File: src/rtl/bus_loader_pkg.sv
// Shared opcodes and state encoding for the serial-command bus loader.
package bus_loader_pkg;

  localparam logic [7:0] CMD_W  = 8'h57;
  localparam logic [7:0] CMD_R  = 8'h52;
  localparam logic [7:0] RSP_OK = 8'h4B;

  typedef enum logic [2:0] {
    IDLE = 3'd0,
    ADDR = 3'd1,
    DATA = 3'd2,
    REQ  = 3'd3,
    ACC  = 3'd4,
    RESP = 3'd5
  } state_t;

endpackage

File: src/rtl/bus_loader.sv
// Host-driven memory-bus initiator: parses 'W'/'R' byte commands, arbitrates
// with the CPU via bus_req/bus_gnt, performs the access and replies as bytes.
module bus_loader
  import bus_loader_pkg::*;
#(
  parameter int WIDTH   = 32,
  parameter int RD_LAT  = 1,
  parameter int TIMEOUT = 1000000
) (
  input  logic             clk,
  input  logic             reset,
  input  logic             rx_valid,
  input  logic [7:0]       rx_data,
  output logic             rx_ready,
  output logic             tx_valid,
  output logic [7:0]       tx_data,
  input  logic             tx_ready,
  output logic             bus_req,
  input  logic             bus_gnt,
  output logic [WIDTH-1:0] mbus_aout,
  output logic [WIDTH-1:0] mbus_dout,
  output logic             mbus_wen,
  input  logic [WIDTH-1:0] mbus_din,
  output logic             busy
);

  localparam int NB  = WIDTH / 8;
  localparam int BCW = $clog2(NB + 1);
  localparam int TCW = $clog2(TIMEOUT + 1);

  state_t           state_q, state_d;
  logic             is_wr_q, is_wr_d;
  logic [BCW-1:0]   bcnt_q, bcnt_d;
  logic [TCW-1:0]   tmo_q, tmo_d;
  logic [1:0]       lat_q, lat_d;
  logic [WIDTH-1:0] addr_q, addr_d;
  logic [WIDTH-1:0] data_q, data_d;
  logic             rx_fire;
  logic             last_byte;

  assign rx_ready  = (state_q == IDLE) || (state_q == ADDR) || (state_q == DATA);
  assign busy      = (state_q != IDLE);
  assign rx_fire   = rx_valid && rx_ready;
  assign last_byte = (bcnt_q == BCW'(NB - 1));

  always_comb begin
    state_d   = state_q;
    is_wr_d   = is_wr_q;
    bcnt_d    = bcnt_q;
    tmo_d     = tmo_q;
    lat_d     = lat_q;
    addr_d    = addr_q;
    data_d    = data_q;
    tx_valid  = 1'b0;
    tx_data   = 8'h00;
    bus_req   = 1'b0;
    mbus_aout = '0;
    mbus_dout = '0;
    mbus_wen  = 1'b0;
    case (state_q)
      IDLE: begin
        if (rx_fire && (rx_data == CMD_W || rx_data == CMD_R)) begin
          is_wr_d = (rx_data == CMD_W);
          bcnt_d  = '0;
          tmo_d   = '0;
          state_d = ADDR;
        end
      end
      ADDR, DATA: begin
        if (rx_fire) begin
          tmo_d = '0;
          if (state_q == ADDR) addr_d = (addr_q << 8) | WIDTH'(rx_data);
          else                 data_d = (data_q << 8) | WIDTH'(rx_data);
          if (last_byte) begin
            bcnt_d  = '0;
            state_d = (state_q == ADDR && is_wr_q) ? DATA : REQ;
          end else begin
            bcnt_d = bcnt_q + BCW'(1);
          end
        end else if (tmo_q == TCW'(TIMEOUT - 1)) begin
          // Host went quiet mid-command: drop it silently.
          state_d = IDLE;
        end else begin
          tmo_d = tmo_q + TCW'(1);
        end
      end
      REQ: begin
        bus_req = 1'b1;
        if (bus_gnt) begin
          lat_d   = '0;
          state_d = ACC;
        end
      end
      ACC: begin
        bus_req   = 1'b1;
        mbus_aout = addr_q;
        if (is_wr_q) mbus_dout = data_q;
        // Losing the grant restarts the whole access from REQ.
        if (!bus_gnt) begin
          state_d = REQ;
        end else if (is_wr_q) begin
          mbus_wen = 1'b1;
          bcnt_d   = '0;
          state_d  = RESP;
        end else if (lat_q == 2'(RD_LAT)) begin
          data_d  = mbus_din;
          bcnt_d  = '0;
          state_d = RESP;
        end else begin
          lat_d = lat_q + 2'd1;
        end
      end
      RESP: begin
        tx_valid = 1'b1;
        tx_data  = is_wr_q ? RSP_OK : data_q[WIDTH-1 -: 8];
        if (tx_ready) begin
          if (is_wr_q || last_byte) begin
            state_d = IDLE;
          end else begin
            data_d = data_q << 8;
            bcnt_d = bcnt_q + BCW'(1);
          end
        end
      end
      default: state_d = IDLE;
    endcase
  end

  always_ff @(posedge clk or posedge reset) begin
    if (reset) begin
      state_q <= IDLE;
      is_wr_q <= 1'b0;
      bcnt_q  <= '0;
      tmo_q   <= '0;
      lat_q   <= '0;
    end else begin
      state_q <= state_d;
      is_wr_q <= is_wr_d;
      bcnt_q  <= bcnt_d;
      tmo_q   <= tmo_d;
      lat_q   <= lat_d;
    end
  end

  // Address/data holding registers need no reset: outputs are gated by state.
  always_ff @(posedge clk) begin
    addr_q <= addr_d;
    data_q <= data_d;
  end

endmodule

File: config.mk
export PLATFORM = sky130hd
export DESIGN_NAME = bus_loader
export DESIGN_NICKNAME = d
export VERILOG_FILES = /design/src/rtl/bus_loader_pkg.sv /design/src/rtl/bus_loader.sv
export SDC_FILE = /design/constraint.sdc
export NUM_CORES = 1
export LEC_CHECK = 0
export ABC_AREA = 0
export CELL_PAD_IN_SITES_DETAIL_PLACEMENT = 0
export CELL_PAD_IN_SITES_GLOBAL_PLACEMENT = 1
export CORE_ASPECT_RATIO = 1.25
export CORE_MARGIN = 4
export CORE_UTILIZATION = 44
export CTS_CLUSTER_SIZE = 14
export DETAILED_ROUTE_END_ITERATION = 12
export DONT_BUFFER_PORTS = 1
export PLACE_DENSITY = 0.87
export REMOVE_ABC_BUFFERS = 1
export SYNTH_ARGS = -nofsm -noshare
export SYNTH_HDL_FRONTEND = slang
export SYNTH_SLANG_ARGS = --single-unit
File: constraint.sdc
create_clock -name clk -period 3.1 [get_ports clk]
set_input_delay 0.155 -clock clk [delete_from_list [all_inputs] [get_ports clk]]
set_output_delay 0.155 -clock clk [all_outputs]
set_load 0.05 [all_outputs]
-- After elaboration in Yosys (flattened, before gate mapping)
Index checks and enable logic that the tools add are counted.
- register bits after elaboration: 93
- bits of input ports: 45
- output and inout bits: 77
- $add $sub $neg: 3
- equality and inequality tests: 26
- mux-type cells: 48
- bitwise gates (word level): 2
- reduce and logical (&&, ||, !) cells: 22
- operator list (kind ; number):
    $mux 32 ; 10
    $pmux 32 s3 ; 1
    $or 32x8->32 ; 2
    $mux 20 ; 3
    $mux 3 ; 18
    $pmux 20 s2 ; 1
    $add 20x1->20 const B ; 1
    $eq 20x20->1 const B ; 1
    $ne 2x2->1 const B ; 10
    $eq 8x7->1 const B ; 2
    $mux 8 ; 2
    $pmux 3 s5 ; 1
    $reduce_and 7->1 ; 2
    $ne 3x3->1 const B ; 4
    $pmux 3 s4 ; 1
    $eq 3x2->1 const B ; 3
    $mux 2 ; 4
    $reduce_and 8->1 ; 1
    $eq 3x3->1 const B ; 2
    $mux 1 ; 6
    $reduce_and 3->1 ; 2
    $reduce_bool 3->1 ; 2
    $reduce_and 5->1 ; 1
    $logic_or 1x1->1 ; 4
    13 further kinds ; 17

-- Depth between registers and ports, before layout
Gate-level depths: netlist of the first run.
- depth in word-level cells: 7
- mapped depth: 7
- gate-level depth less buffers: 7

-- Least setup slack after synthesis of the first run
OpenSTA, ideal clock, no wires.
- kind: reg-to-reg
- start: register bcnt_q[0]
- end: register data_q[0], enable pin
- library setup time: 0.421 ns
- arrival: 2.549 ns
- path slack: 0.129 ns
- cell stages (with the launch flop): 7
- buffers on the path: 0
- period minus slack after synthesis: 2.971 ns
- cell sequence: dfrtp_1 > ha_1 > ha_1 > inv_1 > and4_1 > o21ai_0 > nor2_1
- longest elaborated chain between the ends: 4
- RTL lines (what ; line ; RTL):
    start: declaration ; bus_loader.sv:33 ; logic [BCW-1:0] bcnt_q, bcnt_d;
    start signal: assignment ; bus_loader.sv:139 ; bcnt_q <= bcnt_d;
    $eq 3x2->1 ; bus_loader.sv:44 ; assign last_byte = (bcnt_q == BCW'(NB - 1));
    $logic_or 1x1->1 ; bus_loader.sv:117 ; if (is_wr_q || last_byte) begin
    $ne 2x2->1 (no line) ; - ;
    $reduce_and 8->1 (no line) ; - ;
    end signal: assignment ; bus_loader.sv:148 ; data_q <= data_d;
    end: declaration ; bus_loader.sv:37 ; logic [WIDTH-1:0] data_q, data_d;
Every way passes these cells.
A chain may end at the register's enable or synchronous reset.

-- Worst setup path after layout of the first run
- start: register state_q[1]
- end: output mbus_dout[4]
- longest elaborated chain between the ends: 2
- RTL lines (what ; line ; RTL):
    start: declaration ; bus_loader.sv:31 ; state_t state_q, state_d;
    start signal: assignment ; bus_loader.sv:137 ; state_q <= state_d;
    $eq 3x3->1 ; bus_loader.sv:60 ; case (state_q)
    $mux 32 ; bus_loader.sv:60 ;
    end: declaration ; bus_loader.sv:21 ; output logic [WIDTH-1:0] mbus_dout,
Every way passes these cells.

==> metrics.md, run 1 <==
| Metric | Value |
|---|---|
| CP Capture Type | primary output |
| Non-Filler Cell Area, Final | 5650 sq um |
| Synthesis-to-layout area growth | 16.6% |
| Starting Density | 45.5% |
| Post-synth EDFFs | 64 |
| Async S/R FF share, synth | a little under a third |
| Power per standard cell area | 830 nW/um^2 |
| Worst-Margin Slew | 1.11 ns |
| Placed cells | 615 |
| Buffers on Ports | 0 |
| Deepest level of the CTS H-tree | 3 |
| Clock-pin slew on the worst setup and hold paths | 0.07 ns |
| Max Fclk | 402 MHz |
| CTS resizes | 0 |
| Seq cells post-synth | 93 |
| Final WL | 11700 microns |
| Final Hold Fails | 24 |
| CTS tree | done |
| Final RePlAce weighted congestion | ~0.84 |
| CTS Buf Count | 9 |
| Clock Tree Root | clkbuf_16 |
| Routed len/inst | 17.8 microns |
| Pins Over Slew Limit | 0 |
| Die ar. | 12800 sq um |
| Count of cell types in the netlist | 50 |
| Antenna Nets Post-Route | 0 |
| Gate power share | 38.3% |
| Syn Area/Cell | just under 10 sq um |
| Hold Path Class | input pin to asynchronous set/reset pin |
| Via count | 3738 |
| Hold WS | -0.0148 ns |
| Layout cells sized above 1 | 9.83% |
| Type of the worst setup path | flop to primary output |
| Vias in the first global route | ~3500 |
| Area leader, netlist | edfxtp_1 |
| Fin crit share | approximately four fifths |
| Clk buf depth | 2 |
| YS warnings | 0 |
| Fin crit period | between 2 and 2.5 ns |
| Mux cell area share after synthesis | under 10% |
| Top cells by area, synth | edfxtp_1 40%, dfrtp_1 15%, and3_1 9.3%, nand2_1 8.1%, o31ai_1 2.8% |
| DR DRC count | 0 |
| Cells after Synth | 491 |
| Antenna violations before repair | 0 |
| Worst clock skew | between 0.004 and 0.005 ns |
| Static leakage | roughly 2.5 nW |
| Synthesized area | 4850 sq um |
| Simple-Gate Fraction of Synth Area | 28.7% |
| Total GRT Usage | 17.9% |
| Setup TNS | 0 ns |
| Initial DRC Count | 273 |
| Reported net switching power | 1.97 mW |
| DPL Wire Length | 8140 microns |
| Gr ovfl total | 0 |
| Failing checks | negative hold slack |
| IO Pins | 122 |
| Peak VDD IR | around 0.00033 V |
| Arrival @ worst endpoint | 2.33 ns |
| Slew margin rel. | 25.8% |
| Clock power share | 22.1% |
| Fillers | approximately 940 |
| RR Startpoint | state_q[1] |
| DR vias/cell | 5.66 |
| Sequential Power Share | 39.6% |
| Final-report setup violation count | 0 |
| Finished Layout Cells | ~660 |
| Clk Latency, worst-skew pair | 0.34 ns |
| RSZ-0062 raised after global routing | false |
| CTS sink cnt | 93 |
| Ys flop type | edfxtp_1 |
| Rows | 42 |
| Pre-antenna DRT Iters | 5 |
| Largest net degree at the start of global routing | just under 60 |
| DIE WIDTH | 102 microns |
| Compound-Gate Fraction of Synth Area | 9.00% |
| DP Area | 5070 sq um |
| CORE AREA | 10700 sq um |
| CP startpoint kind | flop |
| Internal power | 2.73 mW |
| Die Y | 125 microns |
| Net Sw Frac | between 40% and 50% |
| CP Data Required Time | 2.94 ns |
| CP startpoint | state_q[1] |
| Combinational family with the most area after synthesis | simple AND/OR/NAND/NOR gates |
| First-pass GRT wire length | 18000 microns |
| Antenna diodes | 0 |
| Maxcap violations | 0 |
| Crit Path Max Fanout | 57 |
| Status | finished, violations left |
| Adder-cell share of the synthesized area | 1.29% |
| Post-Synth XOR/XNOR Area | less than 1% |
| Sequential-to-total area share from yosys stat | a little over half |
| Synth top area share | 39.6% |
| Nets | 574 |
==> layout make-up <==
type	instances	area (sq um)	share of cell area, %
repair buffers	54	480	8.50
well taps	132	165	2.92
flip-flops and latches	93	2650	46.8
clock buffers	9	225	3.98
clock inverters	7	57.6	1.02
inverters	16	60.1	1.06
multi-input cells	350	2020	35.7
==> final timing paths <==
path                                end  slack [ns]  cells after the start
max                        mbus_dout[4]        0.61                      4
min                            tmo_q[3]       -0.01                      1
max reg2reg                    tmo_q[8]        0.65                      7
min reg2reg                  addr_q[17]        0.44                      0
max in group asynchronous     tmo_q[18]        2.44                      1
min in group clk             data_q[13]        0.02                      2
==> worst max-delay path, stage by stage (launching register included) <==
cell,delay [ns]
dfrtp_1,0.52
nand2b_1,0.33
nor2_2,0.13
buf_4,0.42
and3_1,0.58
==> placed cells by master (no fill, tap or decap), types with 5 or more instances in the layout <==
master / synthesis / layout
nand2_1: 105 / 105
and3_1: 72 / 72
edfxtp_1: 64 / 64
dlygate4sd3_1: 0 / 30
dfrtp_1: 29 / 29
nor2_1: 27 / 25
buf_4: 0 / 24
o31ai_1: 18 / 18
o21ai_0: 17 / 17
a21oi_1: 17 / 17
inv_1: 16 / 16
nand3_1: 10 / 10
clkbuf_16: 0 / 9
nand2b_1: 8 / 8
or4_1: 6 / 6
nor4_1: 5 / 5
ha_1: 5 / 5
==> synthesized netlist by cell type (5+ instances only) <==
master      n
o21ai_0    17
o31ai_1    18
edfxtp_1   64
and3_1     72
nand3_1    10
nand2b_1    8
dfrtp_1    29
nand2_1   105
a21oi_1    17
ha_1        5
clkbuf_1   25
nor4_1      5
or4_1       6
nor2_1     27
inv_1      16
==> metrics by stage <==
step           setup WS [ns]  total power [mW]  utilization, %
2_1_floorplan         -0.237              3.18               -
3_3_place_gp           0.837              3.59            47.5
3_5_place_dp           0.666              3.65            47.5
4_1_cts                0.626              4.73            53.0
5_1_grt                0.461              4.96            53.0
6_report               0.611              4.69            53.0
==> kinds of logic (layout without fill, tap and decap cells) <==
logic type,count (synthesis),count (layout)
simple gates,265,265
buf+inv,48,86
flops,93,93
fa+ha+maj,5,5
xor+xnor,5,5
compound gates,68,68
mux,7,7
==> power groups by stage <==
stage | combinational [mW] | clock, mW | sequential (mW)
2_1_floorplan | 1.30 | 0 | 1.87
3_3_place_gp | 1.72 | 0 | 1.86
3_5_place_dp | 1.77 | 0 | 1.88
4_1_cts | 1.80 | 1.07 | 1.86
5_1_grt | 1.96 | 1.11 | 1.89
6_report | 1.80 | 1.03 | 1.86
==> per-layer routing <==
| layer | part of all wire, % | vias up | track usage [%] | wire, microns |
|---|---|---|---|---|
| li1 | - | 1825 | - | - |
| met3 | 7.7 | 22 | 4.85 | 905 |
| met2 | 50 | 125 | 31.0 | 5900 |
| met5 | 0 | - | 0 | 0 |
| met1 | 38 | 1766 | 20.5 | 4520 |
| met4 | 3.5 | 0 | 7.80 | 411 |
==> registers in the layout (all words and copies together), names as in the netlist <==
| signal | flops |
|---|---|
| lat_q | 2 |
| data_q | 32 |
| is_wr_q | 1 |
| tmo_q | 20 |
| addr_q | 32 |
| bcnt_q | 3 |
| state_q | 3 |
==> what timing repair did <==
action | CTS | global route
buffers inserted | 0 | 0
hold buffers | 30 | 0
hold endpoints to repair | 32 | 0
endpoints found under the setup margin | 0 | 0
Note: power is estimated with default switching activity, not from simulation.
==> run 2, diff against run 1 <==
Settings changed: ABC_AREA 0 to 1, CORE_UTILIZATION 44 to 42.
Clock period 3.1 ns to 2.2 ns, I/O delays scaled along.
==> metrics.md, run 2 <==
| Metric | Value |
|---|---|
| Ys flop type | edfxtp_1 |
| Critical Path Max Stage Delay | 0.40 ns (-0.18 ns) |
| Post-route setup slack | 0.122 ns (-0.489 ns) |
| Slew margin rel. | 67.0% (+41 points) |
| Synthesized area | 4950 sq um (+2.1%) |
| DIE WIDTH | 105 microns (+3.2%) |
| RSZ-0062 raised after global routing | false |
| CTS Buf Count | 9 (unchanged) |
| Final RePlAce weighted congestion | 0.895 (+6.0%) |
| Seq cells post-synth | 93 (unchanged) |
| Antenna Nets Post-Route | 0 (unchanged) |
| Worst clock skew | 0.00647 ns (+0.00147 ns) |
| Net Sw Frac | 38.3% (-3.7 points) |
| Crit path cell chain | ha_1, ha_1, inv_1, nand2_1, nand2_1, nand2_1, nor4_2, buf_4 |
| DR vias/cell | 5.08 (-10%) |
| Sequential-to-total area share from yosys stat | 53.5% (-1.1 points) |
| Crit-path slowest cell | dfrtp_1 |
| Final Hold Fails | 0 (-100%) |
| First-pass GRT wire length | 21000 microns (+17%) |
| Critical path's most frequent cell | nand2_1 |
| Nets | 782 (+36%) |
| Die ar. | 13600 sq um (+6.5%) |
| Hold WS | 0.00289 ns (+0.0177 ns) |
| YS warnings | 0 (unchanged) |
| Async S/R FF share, synth | 31.2% (unchanged) |
| Vias in the first global route | 4328 (+22%) |
| Starting Density | 42.8% (-2.6 points) |
| Commonest non-fill, non-tap cell in the layout | nand2_1 |
| Count of cell types in the netlist | 29 (-42%) |
| Deepest level of the CTS H-tree | 3 (unchanged) |
| Delay-heaviest family, CP | simple AND/OR/NAND/NOR gates |
| CP Data Required Time | 2.22 ns (-0.72 ns) |
| Routed len/inst | 15.0 microns (-15%) |
| Gate power share | 35.0% (-3.3 points) |
| DP Area | 5710 sq um (+13%) |
| Largest registers | addr_q x32, data_q x32, tmo_q x20 |
| Cells after Synth | 614 (+25%) |
| Post-synth EDFFs | 64 (unchanged) |
| Pins Over Slew Limit | 0 (unchanged) |
| Final WL | 13100 microns (+12%) |
| Layout cells sized above 1 | 18.2% (+8.4 points) |
| Hold Path Class | input pin to flop |
| Top cells by area, synth | edfxtp_1 39%, dfrtp_1 15%, nand2_1 11%, nor2_1 8.6%, inv_1 7.4% |
| Internal power | 4.27 mW (+57%) |
| Via count | 4449 (+19%) |
| Overall power | 6.91 mW (+47%) |
| Status | finished clean |
| Final-report setup violation count | 0 (unchanged) |
| Total GRT Usage | 19.3% (+1.4 points) |
| Count leader, synth | nand2_1 |
| Clk Latency, worst-skew pair | 0.34 ns (about the same) |
| Max Fclk | slightly below 500 MHz |
| Arrival @ worst endpoint | 2.10 ns (-0.23 ns) |
| Maxcap violations | 0 (unchanged) |
| Reported net switching power | 2.64 mW (+34%) |
| Static leakage | 2.99 nW (+21%) |
| Fin crit period | 2.08 ns |
| Peak VDD IR | 0.000519 V (+58%) |
| Synthesis-to-layout area growth | 29.3% |
| CP Capture Type | flop |
| Initial DRC Count | 252 (-7.7%) |
| Synth top area share | 38.8% (-0.81 points) |
| Antenna diodes | 0 (unchanged) |
| Rows | 44 (+4.8%) |
| Clock-pin slew on the worst setup and hold paths | 0.07 ns (about the same) |
| DPL Wire Length | 9480 microns (+16%) |
| Clock Tree Root | clkbuf_16 |
| Finished Core Util | 55.4% (+2.4 points) |
| Crit Path Max Fanout | 18 (-68%) |
| CP startpoint kind | flop |
| CTS sink cnt | 93 (unchanged) |
| Power per standard cell area | 1080 nW/um^2 (+30%) |
| Largest net degree at the start of global routing | 57 (-1.7%) |
| CORE AREA | 11600 sq um (+8.4%) |
| Clock power share | 24.1% (+2.0 points) |
| Buffers on Ports | 0 (unchanged) |
| Sequential Power Share | 40.9% (+1.3 points) |
| Worst-Margin Slew | 0.495 ns (-0.617 ns) |
| Die Y | 129 microns (+3.2%) |
| Bufs and invs on worst path | 2 (+1) |
| CTS tree | done |
| Clk buf depth | 2 (unchanged) |
| Pre-CTS setup slack | 0.141 ns (-0.525 ns) |
| Syn Area/Cell | 8.06 sq um (-18%) |
| Area leader, netlist | edfxtp_1 |
| Non-Filler Cell Area, Final | 6400 sq um (+13%) |
| Pre-antenna DRT Iters | 4 (-1) |
| Post-synth top cells | 139 x nand2_1, 114 x nor2_1, 98 x inv_1 |
| DR DRC count | 0 (unchanged) |
| Gr ovfl total | 0 (unchanged) |
| IO Pins | 122 (unchanged) |
| Commonest cells after routing, fill and taps aside | 139 x nand2_1, 113 x nor2_1, 98 x inv_1 |
| Fin crit share | a little over nine tenths |
| Type of the worst setup path | flop to flop |
| Antenna violations before repair | 0 (unchanged) |
| Fillers | 1030 (+9.5%) |
## run 2: cell types whose count changed in the layout (fill, tap and decap cells not counted), sizes merged, moves of 34 or more
cell	delta
nand2	+40
inv	+89
and3	-72
o21ai	+34
buf	+66
nor2	+94
## run 2: kinds of logic after synthesis
family                     count (synthesis)  synth area share, %
and+or+nand+nor                          324                 28.1
buffers and inverters                    125                 9.96
adders and majority gates                  5                 1.26
AOI/OAI and AO/OA                         62                 6.34
xor gates and xnor gates                   5                0.884
DFF                                       93                 53.5
## run 2: worst register-to-register path, delay by kind of cell (launching register included)
kind                     cells  cell delay (ns)
adder cells (fa/ha/maj)      2             0.41
buffers and inverters        2             0.38
flip-flops                   1             0.40
AND/OR/NAND/NOR              4             0.57
## run 2: stage by stage
stage / cells / setup TNS, ns
3_3_place_gp: 822 / 0
2_1_floorplan: 595 / -141.05
6_report: 875 / 0
5_1_grt: 875 / 0
3_5_place_dp: 822 / 0
4_1_cts: 874 / 0
## run 2: final cells by class
type                    instances  area, sq um  share of cell area (%)
multi-input cells             396         1820                    28.5
inverters                     106          398                    6.22
flip-flops and latches         93         2650                    41.4
clock inverters                 7         97.6                    1.52
clock buffers                   9          225                    3.52
repair buffers                126         1040                    16.2
well taps                     138          173                    2.70
## run 2: routing by layer
metal | track usage, % | up-vias | part of all wire (%)
li1 | - | 2172 | -
met1 | 21.7 | 2110 | 40
met2 | 36.0 | 146 | 53
met3 | 3.44 | 21 | 5.2
met4 | 8.34 | 0 | 2.1
met5 | 0 | - | 0
## run 2: power by group through the flow
| stage | Clock (mW) | Combinational, mW | Sequential [mW] |
|---|---|---|---|
| 2_1_floorplan | 0 | 1.48 | 2.64 |
| 3_3_place_gp | 0 | 2.28 | 2.83 |
| 3_5_place_dp | 0 | 2.35 | 2.86 |
| 4_1_cts | 1.71 | 2.41 | 2.83 |
| 5_1_grt | 1.78 | 2.65 | 2.87 |
| 6_report | 1.67 | 2.42 | 2.83 |
## run 2: repair_timing
action / in CTS / in global routing
buffers inserted: 0 / 1
resized for setup: 0 / 0
hold buffers: 36 / 0
setup endpoints to repair: 0 / 1
endpoints found under the hold margin: 64 / 0
## run 2: worst paths after layout
| path | from | to | slack, ns | cells after the start |
|---|---|---|---|---|
| worst min-delay path | mbus_din[28] | data_q[28] | 0.003 | 2 |
| worst max register to register | bcnt_q[0] | data_q[22] | 0.12 | 8 |
| max in group asynchronous | reset | tmo_q[3] | 1.61 | 3 |
| worst min register to register | addr_q[2] | addr_q[10] | 0.44 | 0 |
| min in group asynchronous | reset | tmo_q[16] | 0.29 | 3 |
| worst max-delay path | bcnt_q[0] | data_q[22] | 0.12 | 8 |
